## config.mk

```make
export PLATFORM = sky130hd
export DESIGN_NAME = uart_tx_arbiter
export DESIGN_NICKNAME = d
export VERILOG_FILES = /design/src/rtl/uart_tx_arbiter.sv
export SDC_FILE = /design/constraint.sdc
export NUM_CORES = 1
export LEC_CHECK = 0
export CORE_MARGIN = 4
export CORE_UTILIZATION = 45
export CTS_CLUSTER_DIAMETER = 120
export DETAILED_ROUTE_END_ITERATION = 10
export PLACE_DENSITY = 0.82
export SYNTH_ARGS = -nofsm -noshare
export SYNTH_HDL_FRONTEND = slang
export SYNTH_SLANG_ARGS = --single-unit
export TNS_END_PERCENT = 50
```

## constraint.sdc

```tcl
create_clock -name i_clk -period 2.9 [get_ports i_clk]
set_clock_uncertainty 0.05 [all_clocks]
set_input_delay 0.29 -clock i_clk [delete_from_list [all_inputs] [get_ports i_clk]]
set_output_delay 0.29 -clock i_clk [all_outputs]
set_load 0.005 [all_outputs]
```

## src/rtl/uart_tx_arbiter.sv

```systemverilog
// -----------------------------------------------------------------------------
// uart_tx_arbiter
//
// Shares one UART transmitter between NUM_REQ byte-stream requesters using
// packet-locked round-robin arbitration. Once a requester wins, it keeps the
// transmitter until the byte it flagged as last has been handed over. An
// optional source-ID header byte (HEADER_BASE + grant index) precedes every
// packet. A requester that stalls mid-packet for GAP_TIMEOUT cycles loses its
// grant and o_abort pulses.
//
// Ports
//   i_clk, i_rst_n  clock, asynchronous active-low reset
//   i_req_valid     per-requester byte valid               [NUM_REQ]
//   i_req_data      per-requester byte, k at [8k+7:8k]     [8*NUM_REQ]
//   i_req_last      byte is the last of its packet         [NUM_REQ]
//   o_req_ready     byte accepted when valid & ready       [NUM_REQ]
//   o_tx_en         one-cycle load strobe to transmitter
//   o_tx_data       byte to transmitter, held between strobes
//   i_tx_rd         transmitter idle / ready for a new byte
//   o_grant         one-hot current owner, 0 when idle     [NUM_REQ]
//   o_busy          high in every state except ARB
//   o_abort         one-cycle pulse when a packet is abandoned on timeout
//
// Every output is either a register or a decode of registers only, so no
// input reaches an output combinationally.
// -----------------------------------------------------------------------------
module uart_tx_arbiter #(
  parameter int         NUM_REQ     = 4,
  parameter bit         HEADER_EN   = 1'b1,
  parameter logic [7:0] HEADER_BASE = 8'hA0,
  parameter int         GAP_TIMEOUT = 1024
) (
  input  logic                 i_clk,
  input  logic                 i_rst_n,
  input  logic [NUM_REQ-1:0]   i_req_valid,
  input  logic [8*NUM_REQ-1:0] i_req_data,
  input  logic [NUM_REQ-1:0]   i_req_last,
  output logic [NUM_REQ-1:0]   o_req_ready,
  output logic                 o_tx_en,
  output logic [7:0]           o_tx_data,
  input  logic                 i_tx_rd,
  output logic [NUM_REQ-1:0]   o_grant,
  output logic                 o_busy,
  output logic                 o_abort
);

  localparam int PW = $clog2(NUM_REQ);
  // The gap counter only has to reach GAP_TIMEOUT-1: the abort decision is
  // taken in the cycle the count would otherwise hit GAP_TIMEOUT.
  localparam int CW = (GAP_TIMEOUT > 1) ? $clog2(GAP_TIMEOUT) : 1;
  localparam logic [CW-1:0] GAP_LAST = (GAP_TIMEOUT > 0) ? CW'(GAP_TIMEOUT - 1) : '0;

  typedef enum logic [2:0] {
    S_ARB,    // pick the next owner
    S_LOAD,   // accept exactly one byte from the owner
    S_SEND,   // wait for the transmitter, then strobe
    S_GUARD,  // skip the transmitter's stale ready right after a load
    S_WAIT    // wait until the byte has been taken
  } state_t;

  state_t               state_q, state_d;
  logic [NUM_REQ-1:0]   grant_q, grant_d;
  logic [PW-1:0]        gidx_q, gidx_d;
  logic [PW-1:0]        ptr_q, ptr_d;
  logic [7:0]           hold_byte_q, hold_byte_d;
  logic                 hold_last_q, hold_last_d;
  logic [CW-1:0]        gap_q, gap_d;
  logic                 tx_en_q, tx_en_d;
  logic [7:0]           tx_data_q, tx_data_d;
  logic                 abort_q, abort_d;

  logic                 arb_found;
  logic [PW-1:0]        arb_idx;

  // (base + offs) mod NUM_REQ for offs < NUM_REQ; works for non-power-of-2.
  function automatic logic [PW-1:0] rr_index(input logic [PW-1:0] base, input int offs);
    int s;
    s = int'(base) + offs;
    if (s >= NUM_REQ) s = s - NUM_REQ;
    return PW'(s);
  endfunction

  // Round-robin scan starting at ptr_q; first asserted valid wins.
  always_comb begin
    // NOTE: every variable written here gets a default before any branch,
    // otherwise paths that skip an assignment would infer a latch.
    arb_found = 1'b0;
    arb_idx   = '0;
    for (int i = 0; i < NUM_REQ; i++) begin
      if (!arb_found && i_req_valid[rr_index(ptr_q, i)]) begin
        arb_found = 1'b1;
        arb_idx   = rr_index(ptr_q, i);
      end
    end
  end

  // Next-state and next-output logic.
  always_comb begin
    state_d     = state_q;
    grant_d     = grant_q;
    gidx_d      = gidx_q;
    ptr_d       = ptr_q;
    hold_byte_d = hold_byte_q;
    hold_last_d = hold_last_q;
    gap_d       = gap_q;
    tx_en_d     = 1'b0;       // strobe is single-cycle by default
    tx_data_d   = tx_data_q;  // data is held between strobes
    abort_d     = 1'b0;

    unique case (state_q)
      S_ARB: begin
        if (arb_found) begin
          grant_d          = '0;
          grant_d[arb_idx] = 1'b1;
          gidx_d           = arb_idx;
          ptr_d            = (arb_idx == PW'(NUM_REQ - 1)) ? '0 : arb_idx + 1'b1;
          gap_d            = '0;
          if (HEADER_EN) begin
            hold_byte_d = HEADER_BASE + 8'(arb_idx);
            hold_last_d = 1'b0;
            state_d     = S_SEND;
          end else begin
            state_d = S_LOAD;
          end
        end
      end

      S_LOAD: begin
        // A valid byte beats a timeout landing in the same cycle.
        if (i_req_valid[gidx_q]) begin
          hold_byte_d = i_req_data[8*gidx_q +: 8];
          hold_last_d = i_req_last[gidx_q];
          state_d     = S_SEND;
        end else if (GAP_TIMEOUT > 0) begin
          if (gap_q == GAP_LAST) begin
            abort_d = 1'b1;
            grant_d = '0;
            state_d = S_ARB;
          end else begin
            gap_d = gap_q + 1'b1;
          end
        end
      end

      S_SEND: begin
        if (i_tx_rd) begin
          tx_en_d   = 1'b1;
          tx_data_d = hold_byte_q;
          state_d   = S_GUARD;
        end
      end

      S_GUARD: begin
        state_d = S_WAIT;
      end

      S_WAIT: begin
        if (i_tx_rd) begin
          if (hold_last_q) begin
            grant_d = '0;
            state_d = S_ARB;
          end else begin
            gap_d   = '0;
            state_d = S_LOAD;
          end
        end
      end

      default: begin
        grant_d = '0;
        state_d = S_ARB;
      end
    endcase
  end

  // NOTE: sequential state uses non-blocking assignments so every register
  // samples its pre-edge value regardless of statement order.
  always_ff @(posedge i_clk or negedge i_rst_n) begin
    if (!i_rst_n) begin
      state_q     <= S_ARB;
      grant_q     <= '0;
      gidx_q      <= '0;
      ptr_q       <= '0;
      hold_byte_q <= '0;
      hold_last_q <= 1'b0;
      gap_q       <= '0;
      tx_en_q     <= 1'b0;
      tx_data_q   <= 8'h00;
      abort_q     <= 1'b0;
    end else begin
      state_q     <= state_d;
      grant_q     <= grant_d;
      gidx_q      <= gidx_d;
      ptr_q       <= ptr_d;
      hold_byte_q <= hold_byte_d;
      hold_last_q <= hold_last_d;
      gap_q       <= gap_d;
      tx_en_q     <= tx_en_d;
      tx_data_q   <= tx_data_d;
      abort_q     <= abort_d;
    end
  end

  assign o_req_ready = (state_q == S_LOAD) ? grant_q : '0;
  assign o_tx_en     = tx_en_q;
  assign o_tx_data   = tx_data_q;
  assign o_grant     = grant_q;
  assign o_busy      = (state_q != S_ARB);
  assign o_abort     = abort_q;

endmodule

```

## Word level (Yosys, flattened, before mapping)

Index checks and enable logic that the tools add are counted.

- Bits in registers: 40
- Output and inout port bits: 19
- Latch bits: 0
- Word-level logic and storage cells: 125
- Input port bits: 43
- Memories kept: 0
- Memory bits (read-only): 0
- Memory bits (writable): 0

- Add/subtract/negate cells: 10
- Muxes and demuxes: 58
- Multiply operators: 0
- Equality and inequality tests: 16
- Divide/modulo/power cells: 0
- Bitwise logic cells: 1
- Shifts and indexed selects: 1
- Reductions and logical operators: 18
- $lt $le $gt $ge: 11

Operator list:

| kind | number |
|---|---|
| $mux W10 | 5 |
| $shiftx A32 B6 Y8 | 1 |
| $pmux W10 S3 | 1 |
| $mux W4 | 6 |
| $mux W1 | 19 |
| $lt A2 B3 Y1 const B | 6 |
| $mux W2 | 9 |
| $ne A2 B2 Y1 const B | 9 |
| $mux W8 | 2 |
| $pmux W4 S4 | 1 |
| $pmux W8 S2 | 1 |
| $mux W3 | 5 |
| $pmux W3 S5 | 1 |
| $bmux W1 S2 | 6 |
| $reduce_and A6 Y1 | 2 |
| $add A10 B1 Y10 const B | 1 |
| $eq A10 B10 Y1 const B | 1 |
| $ge A3 B3 Y1 const B | 3 |
| $add A8 B2 Y8 const A | 1 |
| $sub A2 B1 Y2 const B | 4 |
| $add A2 B2 Y3 const B | 2 |
| $eq A3 B2 Y1 const B | 2 |
| $reduce_bool A3 Y1 | 2 |
| $logic_and A1 B1 Y1 | 4 |
| other kinds (18) | 21 |

## Longest topological paths before layout

Gate-level depths: netlist (run 1).

- Depth in word-level cells: 20
- Gate-level depth with buffers: 7
- Mapped depth without buffers: 7

## Worst setup path after synthesis (run 1)

Ideal clock, no wire load.

- Path type: register -> register
- Start point: register gap_q[0]
- End point: register gap_q[0]
- Period minus slack after synthesis: 1.860 ns
- Arrival time: 1.685 ns
- Stages on the path, launching flop included: 7
- Setup slack: 1.040 ns
- Data required time: 2.725 ns
- Library setup time: 0.125 ns
- Buffers on the path: 0
- Cells stage by stage: dfrtp_1 -> ha_1 -> and3_1 -> and2_1 -> a31oi_1 -> and2_4 -> mux2i_4

- Word-level cells in the longest chain between the ends: 4
- Elaborated cells on any way between the ends: 7
- Classes of those cells: add/sub (1); eq/ne (2); mux (3); reduce/logical (1)

Ends and longest elaborated chain:

| what | line | RTL |
|---|---|---|
| start, declared | 67 | `logic [CW-1:0] gap_q, gap_d;` |
| start signal, assigned | 197 | `gap_q <= gap_d;` |
| $add A10 B1 Y10 | 140 | `gap_d = gap_q + 1'b1;` |
| $mux W10 | 135 | `if (gap_q == GAP_LAST) begin` |
| $mux W10 | 130 | `if (i_req_valid[gidx_q]) begin` |
| $pmux W10 S3 | 110 | `unique case (state_q)` |

Parallel ways exist; a longest one is shown, timed or not. The select of a mux whose other input is x is not followed.
A chain may end at the register's enable or synchronous reset.

## Worst setup path after layout (run 1)

- Start point: register state_q[0]
- End point: output port o_req_ready[0]

- Word-level cells in the longest chain between the ends: 2

Ends and longest elaborated chain:

| what | line | RTL |
|---|---|---|
| start, declared | 61 | `state_t state_q, state_d;` |
| start signal, assigned | 191 | `state_q <= state_d;` |
| $eq A3 B1 Y1 | 204 | `assign o_req_ready = (state_q == S_LOAD) ? grant_q : '0;` |
| $mux W4 | 204 |  |
| end, declared | 38 | `output logic [NUM_REQ-1:0] o_req_ready,` |

Every way passes these cells.

==> results.md, run 1 <==
- Die Wd: 81.0 um
- Design Area, Final: approximately 3200 sq um
- CP Launch Type: flop
- Post-place instance area: around 3000 sq um
- CP arrival: 2060 ps
- Avg WL per Cell: 14.1 um
- Die Area: 6560 sq um
- Pin count of the biggest net entering global routing: 41
- # rows: 26
- CP max FO: 15
- Synth Flop Type: dfrtp_1
- Setup TNS: 0 ps
- Distinct cells, synth: between 40 and 50
- Final Wtd Congestion: 0.835
- Max IR drop VDD: 0.405 mV
- Crit-path cells: nand2_1, nor2_1, clkdlybuf4s50_1
- Tot GR Track Use: 16.5%
- Largest area contributor in the netlist: dfrtp_1
- CTS tree: built
- Min Tclk post-route: 2400 ps
- Via count: 1883
- RSZ-0062 raised after global routing: no
- Syn_nets: 267
- Clock slew at reported path FFs: 80 ps
- Outcome: finished, final reports clean
- Slowest cell on the critical path: dfrtp_1
- Ant diodes: 0
- Root Driver: clkbuf_8
- Initial antenna violation count: 0
- First-pass GRT wire length: 8.39 mm
- Num ports: 62
- Max_slew headroom: between 40% and 50%
- Syn avg cell area: 11.0 sq um
- FFs w/ async S/R, synth: 100%
- Leak: 1.33 nW
- TritonCTS buffer count: 5
- DR iter-0 viols: 77
- Ys Warns: 0
- Area grow syn2layout: 32.7%
- Tcrit/Tclk final: 82.9%
- Cts repair resizes: 0
- Setup violators final: 0
- CTS Sinks: 40
- Synth Register Bits: 40
- Initial core utilization: 46.7%
- Max-cap violations: 0
- Vias in the first global route: 1871
- Crit Path Class: reg2out
- Routed Antenna Nets: 0
- Post-synth EDFFs: 0
- Synth area leaders: dfrtp_1, mux4_2, mux2_2
- Drt pass-1 iters: 4
- Detail Placement HPWL: a little under 4 mm
- DIE HEIGHT: 81.0 um
- Sequential-to-total area share from yosys stat: 41.7%
- Max frequency: 416 MHz
- Total grt overflow: 0
- Drt drc: 0
- Syn Inst Count: 219
- Crit end category: output port
- Share of cells above drive strength 1: 19.1%
- Fill count: around 450
- Setup bufs post-CTS: 0
- PwrDens: 847 nW/um^2
- Clk Latency, worst-skew pair: approximately 290 ps
- Cell area after synthesis: 2400 sq um
- Worst Tran Pin Value: 849 ps
- Htree depth: 2
- Crit path required time: 2560 ps
- Count of final max-slew check failures: 0
- Total design power: 2.69 mW
- Largest stage delay, worst path: 660 ps
- Yosys top cell area share: 41.7%
- Hold Vio Cnt, Final: 0
- Hold_buf cts: 0
- Vias per std cell: 5.33
- DRT Wirelength: 4.99 mm
- Hold crit path type: in2async
- Clock buffer depth: 2
- Core area: 5140 sq um
- Port buffer count: 61
- Nets: 330
synth_stat cells (2+ instances only):
cell       n
inv_1     16
nand2b_4   2
a21oi_1   10
nor2_1     9
nand3_1    6
and4_1     2
and3_1     2
dfrtp_1   40
mux2i_1    7
nand2b_1   3
nor3_1     6
o21ai_0    8
ha_1       5
a21o_1     2
nand2_1   26
mux2_2    12
nand3b_1   2
o21ai_2    6
nand4_1    3
buf_2      5
o21a_1     6
a31oi_1    8
o22ai_4    2
mux4_2    10
and2_1     2
flip-flops by register name (all words and copies together) (netlist names):
signal,count
gap_q,10
hold_byte_q,8
o_tx_data,8
o_grant,4
state_q,3
gidx_q,2
ptr_q,2
hold_last_q,1
o_abort,1
o_tx_en,1
power by group:
| group | internal (mW) | leakage (nW) | switching [mW] |
|---|---|---|---|
| Combinational | 0.719 | 0.760 | 0.560 |
| Clock | 0.259 | 0.0548 | 0.201 |
| Sequential | 0.746 | 0.514 | 0.209 |
| Total | 1.72 | 1.33 | 0.970 |
cells by family after synthesis:
logic type	after synthesis	share of synthesized area, %
AOI/OAI and AO/OA	49	15.9
adders and majority gates	5	2.61
and+or+nand+nor	71	16.4
muxes	30	18.9
buffers and inverters	24	4.49
DFF	40	41.7
final timing paths:
check | slack (ps) | end | start | cells after the start
min in group i_clk | 430 | hold_last_q | hold_last_q | 2
hold / removal | 50 | o_grant[3] | i_rst_n | 1
setup / recovery | 500 | o_req_ready[0] | state_q[0] | 3
max in group asynchronous | 2210 | gap_q[3] | i_rst_n | 1
setup reg to reg | 810 | gap_q[0] | gap_q[0] | 6
hold reg to reg | 430 | hold_last_q | hold_last_q | 2
per-stage QoR:
| stage | hold slack [ps] | setup slack [ps] | utilization (%) | std cells |
|---|---|---|---|---|
| 6_report | 48.1 | 496 | 61.9 | 353 |
| 5_1_grt | 121 | 326 | 61.9 | 353 |
| 4_1_cts | 78.1 | 481 | 61.9 | 353 |
| 3_5_place_dp | 406 | 512 | 59.7 | 345 |
| 3_3_place_gp | 401 | 558 | 59.7 | 345 |
| 2_1_floorplan | -55.6 | 1040 | - | 219 |
layer usage:
metal	track usage (%)	share of wire, %
met1	20.7	44
met2	28.4	49
met3	4.66	6.7
met4	3.04	0.74
met5	0	0
final cells by class:
type | instances | area (sq um) | share of cell area [%]
multi-input cells | 155 | 1290 | 40.5
inverters | 16 | 60.1 | 1.89
flip-flops and latches | 40 | 1000 | 31.5
repair buffers | 64 | 628 | 19.7
clock buffers | 5 | 68.8 | 2.16
clock inverters | 3 | 46.3 | 1.45
well taps | 70 | 87.6 | 2.75
critical path, delay by kind of cell, from the launching register on:
kind	cells	cell delay [ps]
buf+inv	1	520
flops	1	660
simple gates	2	580
layout by cell type, fill, tap and decap left out, types with 7 or more instances in the layout:
cell	count
clkdlybuf4s50_1	60
dfrtp_1	40
nand2_1	26
inv_1	16
mux2_2	12
a21oi_1	10
mux4_2	10
nor2_1	9
a31oi_1	8
o21ai_0	8
mux2i_1	7
No activity file was read; power rests on OpenSTA's default activity.
==> run 2: changes to the inputs <==
--- a/config.mk
+++ b/config.mk
@@ -6,10 +6,10 @@
 export NUM_CORES = 1
 export LEC_CHECK = 0
 export CORE_MARGIN = 4
-export CORE_UTILIZATION = 45
+export CORE_UTILIZATION = 44
 export CTS_CLUSTER_DIAMETER = 120
 export DETAILED_ROUTE_END_ITERATION = 10
-export PLACE_DENSITY = 0.82
+export PLACE_DENSITY = 0.83
 export SYNTH_ARGS = -nofsm -noshare
 export SYNTH_HDL_FRONTEND = slang
 export SYNTH_SLANG_ARGS = --single-unit
==> constraint.sdc (replaced) <==
create_clock -name i_clk -period 2.1 [get_ports i_clk]
set_clock_uncertainty 0.05 [all_clocks]
set_input_delay 0.21 -clock i_clk [delete_from_list [all_inputs] [get_ports i_clk]]
set_output_delay 0.21 -clock i_clk [all_outputs]
set_load 0.005 [all_outputs]
==> run 2 against run 1 <==
  * Worst setup slack got worse by 350 ps
  * Register-to-register slack got worse by 670 ps
  * Final cell count increased by 5.9%
  * Combinational power increased by 64%
  * Critical path type is now reg2reg
==> results.md, run 2 (synthesis results as in run 1) <==
- Max IR drop VDD: roughly 0.55 mV
- Tot GR Track Use: between 15 and 20%
- # rows: 26
- RSZ-0062 raised after global routing: no
- Initial core utilization: 46.1%
- Fill count: 413
- Die Area: 6700 sq um
- CTS Sinks: 40
- Hold Vio Cnt, Final: 0
- Htree depth: 2
- CTS tree: built
- Final Wtd Congestion: 0.880
- Max frequency: between 500 and 600 MHz
- DR iter-0 viols: 101
- Initial antenna violation count: 0
- Placed cells: 359
- Root Driver: clkbuf_8
- Setup violators final: 0
- Crit path required time: roughly 2200 ps
- Clk Latency, worst-skew pair: 290 ps
- Commonest non-fill, non-tap cells in the layout: clkdlybuf4s50_1, dfrtp_1, nand2_1, buf_4, inv_1
- DRT Wirelength: 5.52 mm
- Vias in the first global route: 1984
- Max-cap violations: 0
- Critical Path Source: gap_q[0]
- Core area: 5200 sq um
- Area grow syn2layout: 40.3%
- Vias per std cell: 5.31
- Num ports: 62
- Worst R2R Path Depth: 7
- Clock slew at reported path FFs: 90 ps
- DIE HEIGHT: between 80 and 90 um
- R2r startpoint: gap_q[0]
- Count of final max-slew check failures: 0
- First-pass GRT wire length: 9.03 mm
- Outcome: finished, final reports clean
- Die Wd: ~80 um
- Reg2reg end: gap_q[5]
- Crit Path Class: reg2reg
- Min Tclk post-route: 1960 ps
- Tcrit/Tclk final: 93.1%
- Non-Filler Instances: 374
- Largest register FFs: 10
- Drt drc: 0
- CP Launch Type: flop
- Ant diodes: 0
- Drt pass-1 iters: 4
- Max_slew headroom: between 60% and 70%
- Share of cells above drive strength 1: 25.3%
- Crit path to: gap_q[5]
- Multi-input gate area: 1300 sq um
- Pin count of the biggest net entering global routing: 24
- CP max FO: 4
- Hold crit path type: in2async
- Setup TNS: 0 ps
- Reg2reg setup slack: about 140 ps
- Avg WL per Cell: 14.8 um
- CP arrival: about 2100 ps
- Worst Tran Pin Value: 545 ps
- Clock buffer depth: 2
- Reg area: 1000 sq um
- TritonCTS buffer count: 5
- Detail Placement HPWL: 4.36 mm
- Total grt overflow: 0
- Via count: 1985
- Leak: 1.43 nW
- PwrDens: 1180 nW/um^2
- Crit end category: flop
- Port buffer count: 61
- Nets: 351
- Commonest non-fill, non-tap cell in the layout: clkdlybuf4s50_1
- Routed Antenna Nets: 0
- Biggest register: gap_q
[run 2: changes by cell type in the layout (fill, tap and decap cells not counted), sizes merged]
cell	delta
buf	+20
dlygate4sd3	+1
[run 2: what timing repair did]
item                                   4_1_cts  5_1_grt
buffers inserted                             0        6
resized for setup                            2        2
hold buffers                                 1        0
setup endpoints to repair                    4        5
endpoints found under the hold margin       21        0
[run 2: worst min path at each step]
stage,end,slack (ps),cells past startpoint
after global placement,o_grant[0],160,1
after floorplan,gap_q[0],-140,0
final,o_grant[3],370,2
after CTS,o_grant[0],390,2
after detailed placement,o_grant[0],170,1
after global routing,o_grant[1],420,2
[run 2: critical path, stage by stage, from the launching register on]
cell and delay (ps):
dfrtp_1 440, ha_1 260, and3_1 220, and2_1 210, a31oi_1 280, buf_4 180, nand4_1 90, o21a_1 120
[run 2: layout make-up]
cell class              instances  share of cell area, %
clock buffers                   5                   2.04
clock inverters                 3                   1.38
inverters                      16                   1.78
multi-input cells             155                   38.6
flip-flops and latches         40                   29.8
well taps                      70                   2.60
repair buffers                 85                   23.8
[run 2: through the flow]
step / area [sq um] / total power [mW] / hold slack [ps] / setup WS (ps) / util, %
after global placement: 3170 / 3.17 / 161 / 42.1 / 60.9
after floorplan: 2400 / 2.53 / -136 / 240 / -
final: 3370 / 3.99 / 367 / 144 / 64.7
after global routing: 3370 / 4.24 / 416 / 20.8 / 64.7
after CTS: 3300 / 3.89 / 394 / 11.7 / 63.4
after detailed placement: 3170 / 3.24 / 173 / -24.7 / 60.9
[run 2: metal layers]
layer	wire length, um	GRT usage [%]	vias to the layer above	part of all wire [%]
met5	0	0	-	0
met4	51	4.49	0	0.92
met3	417	4.93	5	7.6
met2	2770	29.4	75	50
met1	2280	22.3	938	41
li1	-	-	967	-
[run 2: where the power goes]
part / internal [mW] / switching (mW) / total, mW
logic: 1.19 / 0.912 / 2.10
registers: 1.03 / 0.210 / 1.24
clock network: 0.358 / 0.287 / 0.645
